### src/rtl/regfile_scoreboard_pkg.sv
// Shared definitions for the register file with busy scoreboard:
// default geometry, port-slice packing helpers and the reset-value rule.
package regfile_scoreboard_pkg;

   localparam int DEFAULT_ADDR_W = 5;
   localparam int DEPTH          = 2 ** DEFAULT_ADDR_W;

   // Low bit of port `port` inside a bus that packs `width`-bit fields.
   function automatic int slice_lo(input int port, input int width);
      return port * width;
   endfunction

   // Value register `index` takes at reset. The caller truncates it to DATA_W.
   function automatic logic [63:0] reset_value(input int index, input bit reset_index);
      return reset_index ? 64'(index) : 64'd0;
   endfunction

endpackage

### src/rtl/rf_scoreboard.sv
// Per-register busy scoreboard. A claim at issue sets a bit and a write-back
// clears it; a claim wins over a same-cycle write to the same register.
// claim_conflict flags a claim whose target was already busy.
module rf_scoreboard
   import regfile_scoreboard_pkg::*;
#(
   parameter int ADDR_W   = DEFAULT_ADDR_W,
   parameter int ZERO_REG = 1
) (
   input  logic                 clock,
   input  logic                 reset_n,
   input  logic                 claim_en,
   input  logic [ADDR_W-1:0]    claim_addr,
   input  logic                 wr_en,
   input  logic [ADDR_W-1:0]    wr_addr,
   output logic [2**ADDR_W-1:0] busy_vec,
   output logic [2**ADDR_W-1:0] busy_next,
   output logic                 claim_conflict
);

   logic conflict_next;

   // Next scoreboard: release first, then claim, so a same-cycle claim wins.
   always_comb begin
      // NOTE: every signal written here gets a default first, so no latch is inferred.
      busy_next = busy_vec;
      if (wr_en)    busy_next[wr_addr]    = 1'b0;
      if (claim_en) busy_next[claim_addr] = 1'b1;
      if (ZERO_REG != 0) busy_next[0] = 1'b0;

      conflict_next = claim_en && busy_vec[claim_addr]
                      && !(wr_en && (wr_addr == claim_addr))
                      && !((ZERO_REG != 0) && (claim_addr == '0));
   end

   // Scoreboard and conflict pulse registers.
   always_ff @(posedge clock or negedge reset_n) begin
      if (!reset_n) begin
         busy_vec       <= '0;
         claim_conflict <= 1'b0;
      end else begin
         busy_vec       <= busy_next;
         claim_conflict <= conflict_next;
      end
   end

endmodule

### src/rtl/regfile_scoreboard.sv
// Register file with NUM_RD registered read ports, write-first bypass,
// optional hardwired zero register and a busy scoreboard for RAW detection.
module regfile_scoreboard
   import regfile_scoreboard_pkg::*;
#(
   parameter int DATA_W      = 32,
   parameter int ADDR_W      = DEFAULT_ADDR_W,
   parameter int NUM_RD      = 2,
   parameter int ZERO_REG    = 1,
   parameter int RESET_INDEX = 1
) (
   input  logic                     clock,
   input  logic                     reset_n,
   input  logic [NUM_RD-1:0]        rd_en,
   input  logic [NUM_RD*ADDR_W-1:0] rd_addr,
   output logic [NUM_RD*DATA_W-1:0] rd_data,
   output logic [NUM_RD-1:0]        rd_busy,
   input  logic                     wr_en,
   input  logic [ADDR_W-1:0]        wr_addr,
   input  logic [DATA_W-1:0]        wr_data,
   input  logic                     claim_en,
   input  logic [ADDR_W-1:0]        claim_addr,
   output logic                     claim_conflict,
   output logic [2**ADDR_W-1:0]     busy_vec
);

   localparam int NUM_REGS = 2 ** ADDR_W;

   logic [DATA_W-1:0]   regs [NUM_REGS];
   logic [ADDR_W-1:0]   port_addr [NUM_RD];
   logic [NUM_REGS-1:0] busy_next;
   logic                wr_fire;

   // A write to register 0 is dropped when it is hardwired to zero.
   assign wr_fire = wr_en && !((ZERO_REG != 0) && (wr_addr == '0));

   // Unpack the per-port read addresses.
   always_comb begin
      for (int p = 0; p < NUM_RD; p++) begin
         port_addr[p] = rd_addr[slice_lo(p, ADDR_W) +: ADDR_W];
      end
   end

   rf_scoreboard #(
      .ADDR_W   (ADDR_W),
      .ZERO_REG (ZERO_REG)
   ) u_scoreboard (
      .clock          (clock),
      .reset_n        (reset_n),
      .claim_en       (claim_en),
      .claim_addr     (claim_addr),
      .wr_en          (wr_en),
      .wr_addr        (wr_addr),
      .busy_vec       (busy_vec),
      .busy_next      (busy_next),
      .claim_conflict (claim_conflict)
   );

   // Storage array: loaded with its index (or zero) at reset, written on write-back.
   always_ff @(posedge clock or negedge reset_n) begin
      if (!reset_n) begin
         // NOTE: the array is reset on purpose so software sees known initial
         // contents; this rules out a RAM macro and builds the array from flops.
         for (int i = 0; i < NUM_REGS; i++) begin
            regs[i] <= DATA_W'(reset_value(i, RESET_INDEX != 0));
         end
      end else if (wr_fire) begin
         regs[wr_addr] <= wr_data;
      end
   end

   // Read ports: registered data with write-first bypass, plus post-update busy flag.
   always_ff @(posedge clock or negedge reset_n) begin
      if (!reset_n) begin
         rd_data <= '0;
         rd_busy <= '0;
      end else begin
         for (int p = 0; p < NUM_RD; p++) begin
            if (rd_en[p]) begin
               rd_data[slice_lo(p, DATA_W) +: DATA_W] <=
                  (wr_fire && (wr_addr == port_addr[p])) ? wr_data : regs[port_addr[p]];
               rd_busy[p] <= busy_next[port_addr[p]];
            end
         end
      end
   end

endmodule

### config.mk
export PLATFORM = sky130hd
export DESIGN_NAME = regfile_scoreboard
export DESIGN_NICKNAME = d
export VERILOG_FILES = /design/src/rtl/regfile_scoreboard_pkg.sv /design/src/rtl/rf_scoreboard.sv /design/src/rtl/regfile_scoreboard.sv
export SDC_FILE = /design/constraint.sdc
export NUM_CORES = 2
export LEC_CHECK = 0
export BUFFER_PORTS_ARGS = -buffer_cell sky130_fd_sc_hd__buf_2
export CELL_PAD_IN_SITES_DETAIL_PLACEMENT = 1
export CELL_PAD_IN_SITES_GLOBAL_PLACEMENT = 1
export CORE_UTILIZATION = 45
export CTS_CLUSTER_DIAMETER = 60
export DETAILED_ROUTE_END_ITERATION = 8
export GPL_TIMING_DRIVEN = 0
export PLACE_DENSITY_LB_ADDON = 0.12
export RECOVER_POWER = 50
export SLEW_MARGIN = 20
export SYNTH_ARGS = -nofsm -noshare
export SYNTH_HDL_FRONTEND = slang
export SYNTH_HIERARCHICAL = 1
export SYNTH_SLANG_ARGS = --single-unit
### constraint.sdc
create_clock -name clock -period 5.4 [get_ports clock]
set_clock_uncertainty 0.05 [all_clocks]
set_input_delay 1.08 -clock clock [delete_from_list [all_inputs] [get_ports clock]]
set_output_delay 1.08 -clock clock [all_outputs]
set_load 0.03 [all_outputs]
==> results.py <==
metrics = {
    "placed_design": {
        "port_buffers": 139,
        "place.detailed.instances": 5906,
        "place.gp.congestion": 1.00,
        "detailed_place_hpwl_mm": 191,
    },
    "detailed_routing": {
        "num_vias": 45036,
        "postRouteWirelength_mm": 290,
        "routedWlPerCell_um": 46.9,
        "route.detailed.drc": 0,
        "drt_iter0_markers": 6332,
        "detail_route.first_pass.iterations": 5,
        "ant_nets": 0,
        "routed_via_density": 7.29,
    },
    "timing": {
        "finalMaxSlewViolations": 165,
        "setup_viol": 0,
        "worst-slew-pin-transition_ps": 3110,
        "rsz0062_at_grt": "no",
        "fin_crit_sh_pct": 87.3,
        "finalSetupTns_ps": 0,
        "max_freq_mhz": 212,
        "post_layout_min_period_ps": 4710,
        "timing_hold_violations_final": 0,
        "slew_headroom_pct": -107,
    },
    "synthesis": {
        "synthDominantAreaCellType": "sky130_fd_sc_hd__dfrtp_1",
        "synth_seq_cells": 1122,
        "synth_ff_type": "sky130_fd_sc_hd__dfrtp_1",
        "synth.yosys.seq_area_share_pct": 47.9,
        "netlist_instances": 3980,
        "yosys.cell_count.top_type": "sky130_fd_sc_hd__dfrtp_1",
        "synth_enable_flop_cells": 0,
        "synth-warning-count": 6,
        "yosys.area.top_type_share_pct": 44.3,
        "synth.avg_cell_area_um2": 14.8,
        "synthTopCellsByArea": "sky130_fd_sc_hd__dfrtp_1, sky130_fd_sc_hd__mux2_2, sky130_fd_sc_hd__mux4_2",
        "async_flop_share_pct": 100,
        "synth_commonest_cells": "sky130_fd_sc_hd__dfrtp_1, sky130_fd_sc_hd__mux2_2, sky130_fd_sc_hd__mux4_2",
        "syn_area_mm2": 0.0588,
        "synthDistinctLibCells": 66,
    },
    "status": {
        "status": "complete, but fails checks",
        "failed_checks": "max-capacitance violations, max-slew violations",
    },
    "global_routing": {
        "grtUsageTotal_pct": 44.3,
        "overflow": 0,
        "first_pass_grt_wire_length_mm": 390,
        "grt_start_max_net_pins": 134,
        "vias_in_the_first_global_route": 44899,
        "antenna_found_initial": 19,
    },
    "floorplan": {
        "fp.coreArea_mm2": 0.130,
        "initial_utilization_pct": 45.4,
        "chipHeight_um": 364,
        "top_level_ports": 157,
        "die_area_mm2": 0.132,
        "core.rowCount": 132,
        "fp.dieW_um": 364,
    },
    "clocking": {
        "clk_tree_root_cell": "sky130_fd_sc_hd__clkbuf_16",
        "ctsHtreeMaxLevel": 4,
        "clk_path_buf_depth": 3,
        "number_of_setup_buffers_added_after_cts": 0,
        "tritoncts_clock_tree": "yes",
        "tritoncts.num_buffers": 137,
        "tritoncts_num_sinks": 1122,
        "cts_resized": 0,
        "clock_insertion_delay_worst_skew_ps": 820,
        "clk_transition_reported_paths_ps": 60,
        "ctsHoldBuffers": 0,
    },
    "power": {
        "worst_ir_drop_vdd_mv": 0.319,
        "p_leak_nw": 29.2,
        "cellPowerDensity_mw_per_mm2": 398,
        "post_route_total_power_w": 0.0270,
    },
    "cells_and_area": {
        "final.fill_count": 12443,
        "layout-drive-gt1-share_pct": 50.7,
        "fin_cells": 6175,
        "final_nets": 4361,
        "area_growth_syn_to_layout_pct": 15.3,
    },
    "worst_setup_path": {
        "path_cells": "buf_2, buf_2, buf_2, nand2_1, clkbuf_2, o22ai_1, nor4_1, a21o_1",
        "critical-path-slowest-cell": "sky130_fd_sc_hd__nor4_1",
        "timing.critical_path.fanout_max": 11,
        "worst_path_most_repeated_cell": "sky130_fd_sc_hd__buf_2",
        "end_kind": "flip-flop",
        "cp_data_required_time_ps": 6080,
        "setup.worst_path.start_class": "primary input",
        "worst-endpoint-arrival_ps": 5400,
        "critPathKind": "in2reg",
        "critical_path.max_stage_delay_ps": 960,
    },
    "job": {
        "max-cap-violations": 7,
    },
    "min_path": {
        "hold_path_class": "reg2reg",
    },
}
## path summary, 6_finish.rpt
| kind | start | endpoint | slack, ps | cells past startpoint |
|---|---|---|---|---|
| setup reg to reg | regs[161] | rd_data[1] | 3180 | 4 |
| min in group asynchronous | reset_n | regs[188] | 1200 | 1 |
| max in group asynchronous | reset_n | regs[915] | 1280 | 4 |
| hold reg to reg | regs[1009] | regs[1009] | 430 | 1 |
| hold / removal | regs[1009] | regs[1009] | 430 | 1 |
| setup / recovery | rd_addr[7] | rd_data[39] | 690 | 8 |
## critical path, delay by kind of cell
family	cells	cell delay, ps
buffers and inverters	4	2000
AO/OA/AOI/OAI	2	380
AND/OR/NAND/NOR	2	1860
## layout make-up
type	count	area (um^2)	share of cell area, %
clock buffers	208	4280	6.31
well taps	1742	2180	3.22
diodes	19	47.5	0.0701
multi-input cells	2395	28600	42.2
repair buffers	183	1800	2.65
flip-flops and latches	1122	28200	41.6
inverters	18	67.6	0.0997
plain buffers	446	2180	3.22
clock inverters	42	440	0.650
## flip-flops by register name (all words and copies together) (netlist names)
register,flops
rd_busy,2
regs,1024
u_scoreboard/claim_conflict,1
rd_data,64
u_scoreboard/busy_vec,31
## metal layers
metal / share of wire, % / track usage [%] / routed length, um / up-vias
met5: 0.036 / 0 / 105 / -
met4: 8.1 / 32.0 / 23300 / 14
met3: 13 / 17.8 / 36700 / 1002
met2: 42 / 61.3 / 122000 / 3469
met1: 37 / 55.9 / 108000 / 24326
li1: - / - / - / 16225
## kinds of logic (layout without fill, tap and decap cells)
kind of cell,after synthesis,after routing,synth area share [%]
AO/OA/AOI/OAI,483,483,5.75
XOR/XNOR,15,15,0.223
buffers and inverters,464,897,3.52
flip-flops,1122,1122,47.9
multiplexers,1638,1638,40.1
other,1,21,0.00638
AND/OR/NAND/NOR,257,257,2.47
## placed cells by master, fill, tap and decap left out, types with 16 or more instances in the layout
cell type                   count
sky130_fd_sc_hd__dfstp_2       80
sky130_fd_sc_hd__nand3b_1      19
sky130_fd_sc_hd__clkbuf_16    146
sky130_fd_sc_hd__nand3_1       24
sky130_fd_sc_hd__mux2_2       995
sky130_fd_sc_hd__a221o_1       46
sky130_fd_sc_hd__o21ai_0       81
sky130_fd_sc_hd__nor4_1        36
sky130_fd_sc_hd__a221oi_1      59
sky130_fd_sc_hd__clkbuf_8      39
sky130_fd_sc_hd__a21oi_1       35
sky130_fd_sc_hd__clkinv_2      20
sky130_fd_sc_hd__nor2b_1       31
sky130_fd_sc_hd__buf_4         33
sky130_fd_sc_hd__clkbuf_2     112
sky130_fd_sc_hd__dfrtp_1     1042
sky130_fd_sc_hd__mux4_2       474
sky130_fd_sc_hd__diode_2       19
sky130_fd_sc_hd__a22oi_1       20
sky130_fd_sc_hd__buf_16        34
sky130_fd_sc_hd__clkbuf_1     211
sky130_fd_sc_hd__and2_1        16
sky130_fd_sc_hd__o22ai_1      155
sky130_fd_sc_hd__mux2i_1      167
sky130_fd_sc_hd__buf_6         16
sky130_fd_sc_hd__nand2_1       35
sky130_fd_sc_hd__nor2_1        30
sky130_fd_sc_hd__buf_2        228
## metrics by stage
stage / utilization, % / hold WS [ps] / setup slack, ps / instance area, um^2
final: 52.3 / 431 / 687 / 67800
after global routing: 52.3 / 447 / 697 / 67700
after CTS: 52.3 / 216 / 1130 / 67800
after detailed placement: 48.6 / 416 / 299 / 63100
after global placement: 47.6 / 404 / -22350 / 61700
after floorplan: - / 391 / 2270 / 58800
## power by group
group / internal, W / leakage (nW) / switching [W]
clock: 0.00577 / 2.33 / 0.00401
combinational: 0.00295 / 12.7 / 0.00285
sequential: 0.0101 / 14.2 / 0.00129
No activity file was read; power rests on OpenSTA's default activity.
